<file path="config.mk">
export PLATFORM = sky130hd
export DESIGN_NAME = uart_rx_buffered
export DESIGN_NICKNAME = d
export VERILOG_FILES = /design/src/rtl/uart_pkg.sv /design/src/rtl/uart_rx_fifo.sv /design/src/rtl/uart_rx_buffered.sv
export SDC_FILE = /design/constraint.sdc
export NUM_CORES = 1
export LEC_CHECK = 0
export ABC_AREA = 1
export ABC_CLOCK_PERIOD_IN_PS = 2800
export BUFFER_PORTS_ARGS = -buffer_cell sky130_fd_sc_hd__buf_2
export CAP_MARGIN = 30
export CORE_MARGIN = 5
export CORE_UTILIZATION = 61
export DETAILED_ROUTE_END_ITERATION = 10
export PLACE_DENSITY = 0.78
export SYNTH_ARGS = -nofsm -noshare
export SYNTH_HDL_FRONTEND = slang
export SYNTH_HIERARCHICAL = 1
export SYNTH_SLANG_ARGS = --single-unit
</file>
<file path="constraint.sdc">
create_clock -name i_Clock -period 2.8 [get_ports i_Clock]
set_input_delay 0.56 -clock i_Clock [delete_from_list [all_inputs] [get_ports i_Clock]]
set_output_delay 0.56 -clock i_Clock [all_outputs]
set_load 0.02 [all_outputs]
</file>
<file path="src/rtl/uart_pkg.sv">
// Shared UART definitions: receiver FSM states, data width and the bit-vote helper.
package uart_pkg;

  localparam int unsigned UART_DATA_BITS = 8;

  typedef enum logic [2:0] {
    RX_WAIT_HIGH = 3'd0,
    RX_IDLE      = 3'd1,
    RX_START     = 3'd2,
    RX_DATA      = 3'd3,
    RX_STOP      = 3'd4
  } rx_state_e;

  function automatic logic maj3(input logic a, input logic b, input logic c);
    return (a & b) | (a & c) | (b & c);
  endfunction

endpackage

</file>
<file path="src/rtl/uart_rx_fifo.sv">
// Show-ahead FIFO: head entry is presented combinationally; push and pop are registered.
module uart_rx_fifo
  import uart_pkg::*;
#(
  parameter int unsigned FIFO_AW = 2,
  parameter int unsigned W       = UART_DATA_BITS
) (
  input  logic         clk_i,
  input  logic         rst_ni,
  input  logic         push_i,
  input  logic [W-1:0] data_i,
  input  logic         pop_i,
  output logic         full_o,
  output logic         empty_o,
  output logic [W-1:0] head_o
);

  localparam int unsigned DEPTH = 1 << FIFO_AW;

  logic [W-1:0]       mem_q [DEPTH];
  logic [FIFO_AW-1:0] wr_ptr_q, wr_ptr_d;
  logic [FIFO_AW-1:0] rd_ptr_q, rd_ptr_d;
  logic [FIFO_AW:0]   count_q, count_d;
  logic               do_push, do_pop;

  assign full_o  = (count_q == (FIFO_AW + 1)'(DEPTH));
  assign empty_o = (count_q == '0);
  assign head_o  = mem_q[rd_ptr_q];

  // A pop frees the slot in the same cycle, so a push into a full FIFO still lands.
  assign do_pop  = pop_i & ~empty_o;
  assign do_push = push_i & (~full_o | do_pop);

  always_comb begin
    wr_ptr_d = wr_ptr_q;
    rd_ptr_d = rd_ptr_q;
    count_d  = count_q;
    if (do_push) wr_ptr_d = wr_ptr_q + FIFO_AW'(1);
    if (do_pop)  rd_ptr_d = rd_ptr_q + FIFO_AW'(1);
    case ({do_push, do_pop})
      2'b10:   count_d = count_q + (FIFO_AW + 1)'(1);
      2'b01:   count_d = count_q - (FIFO_AW + 1)'(1);
      default: count_d = count_q;
    endcase
  end

  always_ff @(posedge clk_i or negedge rst_ni) begin
    if (!rst_ni) begin
      for (int unsigned i = 0; i < DEPTH; i++) mem_q[i] <= '0;
      wr_ptr_q <= '0;
      rd_ptr_q <= '0;
      count_q  <= '0;
    end else begin
      if (do_push) mem_q[wr_ptr_q] <= data_i;
      wr_ptr_q <= wr_ptr_d;
      rd_ptr_q <= rd_ptr_d;
      count_q  <= count_d;
    end
  end

endmodule

</file>
<file path="src/rtl/uart_rx_buffered.sv">
// 8N1 UART receiver with input synchroniser, 3-sample majority vote per bit,
// framing/break detection and a valid/ready show-ahead receive FIFO.
module uart_rx_buffered
  import uart_pkg::*;
#(
  parameter int unsigned CLKS_PER_BIT = 50,
  parameter int unsigned FIFO_AW      = 2
) (
  input  logic       i_Clock,
  input  logic       i_Rst_L,
  input  logic       i_RX_Serial,
  output logic [7:0] o_RX_Byte,
  output logic       o_RX_DV,
  input  logic       i_RX_Ready,
  output logic       o_Frame_Err,
  output logic       o_Break,
  output logic       o_Overrun,
  output logic       o_RX_Busy
);

  localparam int unsigned CW = $clog2(CLKS_PER_BIT);
  localparam logic [CW-1:0] SAMP0 = CW'(CLKS_PER_BIT / 2 - 1);
  localparam logic [CW-1:0] SAMP1 = CW'(CLKS_PER_BIT / 2);
  localparam logic [CW-1:0] VOTE  = CW'(CLKS_PER_BIT / 2 + 1);
  localparam logic [CW-1:0] LAST  = CW'(CLKS_PER_BIT - 1);
  localparam logic [2:0]    LAST_IDX = 3'(UART_DATA_BITS - 1);

  logic [1:0]                sync_q;
  rx_state_e                 state_q, state_d;
  logic [CW-1:0]             cnt_q, cnt_d;
  logic [1:0]                samp_q, samp_d;
  logic [2:0]                idx_q, idx_d;
  logic [UART_DATA_BITS-1:0] shift_q, shift_d;
  logic                      fe_q, fe_d;
  logic                      brk_q, brk_d;
  logic                      ovr_q, ovr_d;

  logic s, at_vote, wrap, vote, push, pop, fifo_full, fifo_empty;

  assign s       = sync_q[1];
  assign at_vote = (cnt_q == VOTE);
  assign wrap    = (cnt_q == LAST);
  assign vote    = maj3(samp_q[0], samp_q[1], s);
  assign pop     = o_RX_DV & i_RX_Ready;

  always_comb begin
    state_d = state_q;
    cnt_d   = wrap ? '0 : cnt_q + CW'(1);
    samp_d  = samp_q;
    idx_d   = idx_q;
    shift_d = shift_q;
    push    = 1'b0;
    fe_d    = 1'b0;
    brk_d   = 1'b0;
    if (cnt_q == SAMP0) samp_d[0] = s;
    if (cnt_q == SAMP1) samp_d[1] = s;
    case (state_q)
      RX_WAIT_HIGH: begin
        cnt_d = '0;
        if (s) state_d = RX_IDLE;
      end
      RX_IDLE: begin
        cnt_d = '0;
        if (!s) state_d = RX_START;
      end
      RX_START: begin
        if (at_vote && vote) begin
          state_d = RX_IDLE;
        end else if (wrap) begin
          state_d = RX_DATA;
          idx_d   = '0;
        end
      end
      RX_DATA: begin
        if (at_vote) shift_d[idx_q] = vote;
        if (wrap) begin
          if (idx_q == LAST_IDX) state_d = RX_STOP;
          else                   idx_d   = idx_q + 3'd1;
        end
      end
      RX_STOP: begin
        // Leave half a bit early on a good stop so the next start edge is not missed.
        if (at_vote) begin
          if (vote) begin
            push    = 1'b1;
            state_d = RX_IDLE;
          end else begin
            if (shift_q == '0) brk_d = 1'b1;
            else               fe_d  = 1'b1;
            state_d = RX_WAIT_HIGH;
          end
        end
      end
      default: state_d = RX_WAIT_HIGH;
    endcase
    ovr_d = push & fifo_full & ~pop;
  end

  always_ff @(posedge i_Clock or negedge i_Rst_L) begin
    if (!i_Rst_L) begin
      sync_q  <= '1;
      state_q <= RX_WAIT_HIGH;
      cnt_q   <= '0;
      samp_q  <= '0;
      idx_q   <= '0;
      shift_q <= '0;
      fe_q    <= 1'b0;
      brk_q   <= 1'b0;
      ovr_q   <= 1'b0;
    end else begin
      sync_q  <= {sync_q[0], i_RX_Serial};
      state_q <= state_d;
      cnt_q   <= cnt_d;
      samp_q  <= samp_d;
      idx_q   <= idx_d;
      shift_q <= shift_d;
      fe_q    <= fe_d;
      brk_q   <= brk_d;
      ovr_q   <= ovr_d;
    end
  end

  uart_rx_fifo #(
    .FIFO_AW (FIFO_AW),
    .W       (UART_DATA_BITS)
  ) u_fifo (
    .clk_i   (i_Clock),
    .rst_ni  (i_Rst_L),
    .push_i  (push),
    .data_i  (shift_q),
    .pop_i   (pop),
    .full_o  (fifo_full),
    .empty_o (fifo_empty),
    .head_o  (o_RX_Byte)
  );

  assign o_RX_DV     = ~fifo_empty;
  assign o_Frame_Err = fe_q;
  assign o_Break     = brk_q;
  assign o_Overrun   = ovr_q;
  assign o_RX_Busy   = (state_q != RX_IDLE);

endmodule
</file>
==> results of run 1 <==
==> final timing paths <==
kind,startpoint,slack (ns),depth (start not counted),end
max in group asynchronous,i_Rst_L,1.87,2,state_q[0]
hold reg to reg,sync_q[0],0.36,0,sync_q[1]
hold / removal,i_RX_Serial,0.32,1,sync_q[0]
min in group asynchronous,i_Rst_L,0.39,2,u_fifo/count_q[1]
setup reg to reg,cnt_q[0],0.49,10,u_fifo/mem_q[26]
setup / recovery,u_fifo/rd_ptr_q[0],0.43,5,o_RX_Byte[6]
==> metrics by stage <==
step	std cells	util, %	cell area (um^2)	power [W]	worst slack, ns
floorplan	410	-	3431	0.001983	0.5325
global route	500	67.35	3686	0.003164	0.2619
finish	500	67.35	3686	0.002963	0.4297
global placement	484	63.97	3501	0.002187	0.6696
detailed placement	484	63.97	3501	0.002218	0.5649
CTS	500	67.35	3686	0.002966	0.4277
==> cell usage after synthesis <==
library cell / count
o21ai_0: 23
clkbuf_1: 1
dfstp_2: 2
ha_1: 11
o22ai_1: 8
and2_4: 1
xor2_1: 2
nor2_4: 2
dfrtp_1: 64
xnor2_1: 3
nor3_1: 2
nor2_2: 4
nor3b_1: 1
nor4_1: 1
nand3_2: 6
nand3_1: 22
inv_1: 32
a21oi_1: 3
nand2_2: 1
nor4b_1: 1
fa_1: 1
nand3b_1: 1
o21ai_1: 11
nand2_1: 113
o2111ai_2: 1
inv_2: 3
and3_1: 1
nand4_1: 35
clkinv_1: 1
nor2_1: 36
buf_6: 7
buf_2: 10
==> cell type report <==
type	count	area, um^2	share of cell area (%)
clock buffer	14	172.7	4.684
clock inverter	2	12.51	0.3394
inverter	36	135.1	3.666
multi-input combinational	290	1511	41.00
sequential	66	1654	44.87
tap	72	90.09	2.444
timing repair buffer	20	110.1	2.987
==> routing by layer <==
layer | GRT usage [%] | vias to the layer above | share of wire (%)
met1 | 28.53 | 1334 | 46
met4 | 8.921 | 0 | 1.7
met3 | 4.951 | 15 | 4.7
met5 | 0 | - | 0
met2 | 34.89 | 89 | 47
li1 | - | 1381 | -
==> kinds of logic after synthesis <==
| family | after synthesis | share of synthesized area (%) |
|---|---|---|
| XOR/XNOR | 5 | 1.277 |
| adder cells (fa/ha/maj) | 12 | 4.595 |
| AND/OR/NAND/NOR | 227 | 30.82 |
| buffers and inverters | 54 | 7.805 |
| AO/OA/AOI/OAI | 46 | 7.294 |
| flip-flops | 66 | 48.21 |
==> power groups by stage <==
stage | clock network (W) | registers (W) | logic, W
after floorplan | 0 | 0.00111 | 0.000871
after global placement | 0 | 0.00115 | 0.00104
after detailed placement | 0 | 0.00115 | 0.00107
after CTS | 0.000756 | 0.00114 | 0.00107
after global routing | 0.000813 | 0.00115 | 0.00120
final | 0.000752 | 0.00114 | 0.00107
==> cells in the final DEF (no fill, tap or decap), drive strengths merged, types with 2 or more instances in the layout <==
cell type  synthesis  final
a21oi              3      3
buf               17     20
clkbuf             1     14
clkinv             1      2
dfrtp             64     64
dfstp              2      2
ha                11     11
inv               35     35
nand2            114    114
nand3             28     28
nand4             35     35
nor2              42     42
nor3               2      2
o21ai             34     34
o22ai              8      8
xnor2              3      3
xor2               2      2
==> worst max-delay path: cells and delay by family (launching register included) <==
kind,cells,cell delay [ns]
DFF,1,0.36
buffers and inverters,3,0.79
AOI/OAI and AO/OA,2,0.31
==> registers in the layout, indices dropped and copies added, names as in the netlist <==
name and count:
u_fifo/mem_q 32, shift_q 8, cnt_q 6, idx_q 3, state_q 3, u_fifo/count_q 3, samp_q 2, sync_q 2
u_fifo/rd_ptr_q 2, u_fifo/wr_ptr_q 2, o_Break 1, o_Frame_Err 1, o_Overrun 1
==> results by group, run 1 <==
Status
  • Status: completed

Floorplanning
  • IO Pins: 17
  • Initial core utilization: about 63%
  • Die area: 7224 um^2
  • FP Rows: 27
  • Die H: roughly 85 um
  • Die width: 85.00 um
  • Core area: 5473 um^2

Placement
  • GP Congestion: 0.9048
  • DP HPWL: 4.824 mm
  • PortBufs: 16

Setup path
  • Setup CP Type: reg -> out
  • Worst EP arrival: 1.81 ns
  • CP Cell Sequence: buf_4 > inv_1 > o21ai_0 > o22ai_1 > buf_2
  • Worst path slowest cell: inv_1
  • Worst path max stage delay: 0.40 ns
  • Worst Setup Start Kind: flip-flop
  • Crit Path Max Fanout: 18
  • CP endpoint kind: output pin
  • Req. time, crit path: 2.24 ns

Pwr
  • P_sw: approximately 0.0012 W
  • Power Density: 803.8 nW/um^2
  • Power Internal: around 0.0018 W
  • Combinational share of power: 36.2%
  • Static leakage: approximately 1.8 nW
  • Clock share of power: between 20% and 30%
  • Sw Ratio: 39.71%
  • Peak VDD IR: roughly 540 uV
  • Part of the power in registers: between 30% and 40%

Clocking
  • Post-CTS Resized: 0
  • Number of buffers on the longest clock path: 2
  • Clock sinks: 66
  • CTS Root Buffer Type: clkbuf_8
  • CTS tree: built
  • Clock Pin Slew Worst Setup and Hold Paths: 0.07 ns
  • Insertion delay of the later-clocked pin in the worst-skew pair: between 0.3 and 0.4 ns
  • Htree depth: 3
  • Number of setup buffers added after CTS: 0
  • CTS buffer count: 9
  • Hold buffers post-CTS: 0

Route
  • DR vias/cell: roughly 5.6
  • DRC: 0
  • Initial DRT Pass Iterations: 5
  • Initial DRC Count: 293
  • Via Count: 2819
  • Wire length per cell: 14.40 um
  • Drt total wl: just over 7 mm
  • Post-detailed-route count of antenna-violating nets: 0

Synth
  • Post-synth top area share: 46.68%
  • Area of the mapped netlist: 3431 um^2
  • Syn Area/Cell: 8.368 um^2
  • Ranking of synthesized cells by area: dfrtp_1, nand2_1, nand4_1
  • Largest area contributor in the netlist: dfrtp_1
  • Post-synthesis sequential area ratio: approximately 48%
  • Flops & latches, synth: 66
  • Unique masters post-synth: 32
  • Synth Instances: just over 400
  • Post-Syn Nets: 426
  • Syn. warnings: 6

Layout
  • Area delta synth->final: 7.440%
  • Fraction of layout cells with a size suffix above 1: between 10% and 20%
  • Fill count: 470
  • Fin nets: around 440
  • Ant diodes: 0

Timing
  • Hold Slack: 0.3160 ns
  • Fin crit period: 2.370 ns
  • Final period utilization: 84.65%
  • Actual slew at the worst max-slew pin: 0.8175 ns
  • Setup TNS: 0 ns
  • Final hold violation count: 0
  • F_max: 0.4219 GHz
  • RSZ-0062 raised after global routing: no
  • Clk_skew: 0.008153 ns
  • Relative slew slack: 45.50%
  • Final Max Slew Viols: 0
  • Final setup fails: 0

Job
  • Total of max-cap violations: 0

Global route
  • GRT Residual Overflow: 0
  • Largest net degree at the start of global routing: 67
  • First-pass GRT wire length: 12.65 mm
  • Initial antenna violation count: 0
  • Number of global-route vias before repair: 2763
  • GRT Total Usage: between 20% and 30%

Worst hold path
  • Worst hold path class: in -> reg
(Power assumes the default switching activity.)
==> run 2: changes to the inputs <==
- ABC_CLOCK_PERIOD_IN_PS: 2800 -> 2200
- clock period: 2.8 -> 2.2 ns (I/O delays scaled with it)
==> results by group, run 2 (same netlist as run 1, synthesis figures left out) <==
Timing
  • Final period utilization: 98.39%
  • Setup ws final: 0.03551 ns (-0.3942 ns)
  • Final setup fails: 0 (unchanged)
  • Final hold violation count: 0 (unchanged)
  • Actual slew at the worst max-slew pin: 0.6663 ns (-0.1512 ns)
  • Clk_skew: 0.005299 ns (-0.002854 ns)
  • Setup TNS: 0 ns (unchanged)
  • Fin crit period: 2.164 ns
  • F_max: between 0.4 and 0.5 GHz
  • RSZ-0062 raised after global routing: yes
  • Final Max Slew Viols: 0 (unchanged)
  • Relative slew slack: 55.58% (+10 points)

Setup path
  • Worst path slowest cell: dfrtp_1
  • CP endpoint kind: flip-flop
  • Crit path buf inv count: 3 (unchanged)
  • Worst Setup Start Kind: flip-flop
  • CP dominant cell by count: inv_1
  • Crit path max-delay family: simple AND/OR/NAND/NOR gates
  • Critical R2R Capture: u_fifo/count_q[2]
  • Worst path max stage delay: 0.40 ns (about the same)
  • Crit Path Max Fanout: 3 (-15)
  • Setup CP Type: reg -> reg
  • Reg-to-reg critical path startpoint: cnt_q[0]
  • R2R Setup Slk: 0.04 ns (-0.45 ns)
  • Req. time, crit path: 2.43 ns (+0.19 ns)
  • Worst Reg2Reg Path Length in Cells: 14 (+4)
  • CP Cell Sequence: inv_1 > ha_1 > nand3_2 > nor2_4 > nand2_1 > nor2_2 > nand2_2 > ha_1 > inv_1 > fa_1 > inv_1 > nand2_1 > nand3b_1 > xor2_1
  • Worst EP arrival: 2.40 ns (+0.59 ns)

Placement
  • PortBufs: 16 (unchanged)
  • Post-Place Cells: 491 (+1.4%)
  • Placed Area: 3566 um^2 (+1.9%)
  • Pre-CTS WS: 0.01174 ns (-0.5532 ns)
  • GP Congestion: 0.8950 (-1.1%)
  • DP HPWL: 5.292 mm (+9.7%)

Global route
  • Number of global-route vias before repair: 2832 (+2.5%)
  • GRT Residual Overflow: 0 (unchanged)
  • Largest net degree at the start of global routing: 39 (-42%)
  • First-pass GRT wire length: 13.42 mm (+6.1%)
  • Initial antenna violation count: 0 (unchanged)
  • GRT Total Usage: 23.31% (+1.6 points)

Layout
  • Commonest non-fill, non-tap cell in the layout: nand2_1
  • Multi-input logic area: 1535 um^2 (+1.6%)
  • Reg area: 1654 um^2 (unchanged)
  • Top flop regs: u_fifo/mem_q x32, shift_q x8, cnt_q x6
  • Fill count: 434 (-7.7%)
  • Fraction of layout cells with a size suffix above 1: 16.44% (+3.6 points)
  • Largest register FFs: 32 (unchanged)
  • Final Instance Area: 3851 um^2 (+4.5%)
  • Final Non-Filler Cells: 510 (+2.0%)
  • Fin nets: 449 (+2.3%)
  • Ant diodes: 0 (unchanged)
  • Area delta synth->final: 12.25%
  • Largest reg by FF count: u_fifo/mem_q
  • Util after Layout: 70.37% (+3.0 points)
  • Commonest non-fill, non-tap cells in the layout: nand2_1, dfrtp_1, nand4_1

Status
  • Status: completed

Clocking
  • CTS Root Buffer Type: clkbuf_8
  • CTS buffer count: 9 (unchanged)
  • CTS tree: built
  • Number of buffers on the longest clock path: 2 (unchanged)
  • Insertion delay of the later-clocked pin in the worst-skew pair: 0.35 ns (about the same)
  • Clock sinks: 66 (unchanged)
  • Htree depth: 3 (unchanged)
  • Clock Pin Slew Worst Setup and Hold Paths: 0.07 ns (about the same)

Worst hold path
  • Worst hold path class: in -> async

Floorplanning
  • Core area: 5473 um^2 (unchanged)
  • FP Rows: 27 (unchanged)
  • IO Pins: 17 (unchanged)
  • Die area: 7224 um^2 (unchanged)
  • Initial core utilization: 62.69% (unchanged)
  • Die width: 85.00 um (unchanged)
  • Die H: 85.00 um (unchanged)

Pwr
  • Static leakage: 1.907 nW (+3.9%)
  • Peak VDD IR: 710.9 uV (+33%)
  • Power Density: 1084 nW/um^2 (+35%)

Route
  • Initial DRC Count: 224 (-24%)
  • DR vias/cell: 5.755 (+2.1%)
  • Drt total wl: 7.705 mm (+7.0%)
  • Wire length per cell: 15.11 um (+4.9%)
  • Via Count: 2935 (+4.1%)
  • DRC: 0 (unchanged)
  • Post-detailed-route count of antenna-violating nets: 0 (unchanged)
  • Initial DRT Pass Iterations: 4 (-1)

Job
  • Total of max-cap violations: 0 (unchanged)
## run 2: cell types whose count changed in the layout (fill, tap and decap cells not counted), moves of 2 or more
cell,previous run,this run
inv_1,32,30
clkbuf_8,12,9
bufinv_16,0,3
nand3_1,22,20
buf_4,4,13
nand3_2,6,8
## run 2: metrics by stage
stage / total power (W) / hold WS [ns]
finish: 0.004173 / 0.1201
global route: 0.004433 / 0.1673
CTS: 0.004133 / 0.1334
detailed placement: 0.002887 / 0.3468
global placement: 0.002834 / 0.3455
floorplan: 0.002524 / 0.1444
## run 2: area by class of cell
cell class	instances	area share, %
Timing Repair Buffer	30	5.133
Inverter	36	3.606
Tap cell	72	2.339
Clock buffer	11	3.411
Sequential cell	66	42.95
Clock inverter	5	2.697
Multi-Input combinational cell	290	39.86
## run 2: how the worst max path moves through the flow
stage                       from                 to  slack, ns  depth (start not counted)
2_1_floorplan           cnt_q[0]  u_fifo/count_q[1]      0.002                         12
3_3_place_gp   u_fifo/count_q[1]  u_fifo/count_q[2]       0.09                         13
3_5_place_dp   u_fifo/count_q[1]  u_fifo/count_q[2]       0.01                         13
4_1_cts        u_fifo/count_q[0]  u_fifo/count_q[2]      0.003                         14
5_1_grt        u_fifo/count_q[1]  u_fifo/count_q[2]      -0.10                         14
6_report                cnt_q[0]  u_fifo/count_q[2]       0.04                         14
## run 2: power by group
part | total [W] | internal, W | leakage [nW] | switching (W)
combinational | 0.00154 | 0.000540 | 0.891 | 0.000995
sequential | 0.00142 | 0.00131 | 0.899 | 0.000103
clock | 0.00122 | 0.000754 | 0.118 | 0.000467
total | 0.00417 | 0.00261 | 1.91 | 0.00157
## run 2: worst reg2reg max path, cell delays in order (launching register included)
cell,delay [ns]
dfrtp_1,0.40
inv_1,0.09
ha_1,0.16
nand3_2,0.10
nor2_4,0.12
nand2_1,0.09
nor2_2,0.11
nand2_2,0.09
ha_1,0.21
inv_1,0.08
fa_1,0.19
inv_1,0.04
nand2_1,0.06
nand3b_1,0.11
xor2_1,0.19
## run 2: per-layer routing
layer | global-route usage, % | part of all wire, % | up-vias
li1 | - | - | 1404
met1 | 31.23 | 45 | 1423
met2 | 36.37 | 48 | 91
met3 | 4.660 | 5.1 | 17
met4 | 11.08 | 2.1 | 0
met5 | 0 | 0 | -
## run 2: timing repair
action | CTS | global route
hold buffers | 0 | 0
pin swaps | 1 | 3
endpoints found under the setup margin | 1 | 21
gates resized for setup | 0 | 9
buffers inserted | 2 | 1
gates cloned | 0 | 0
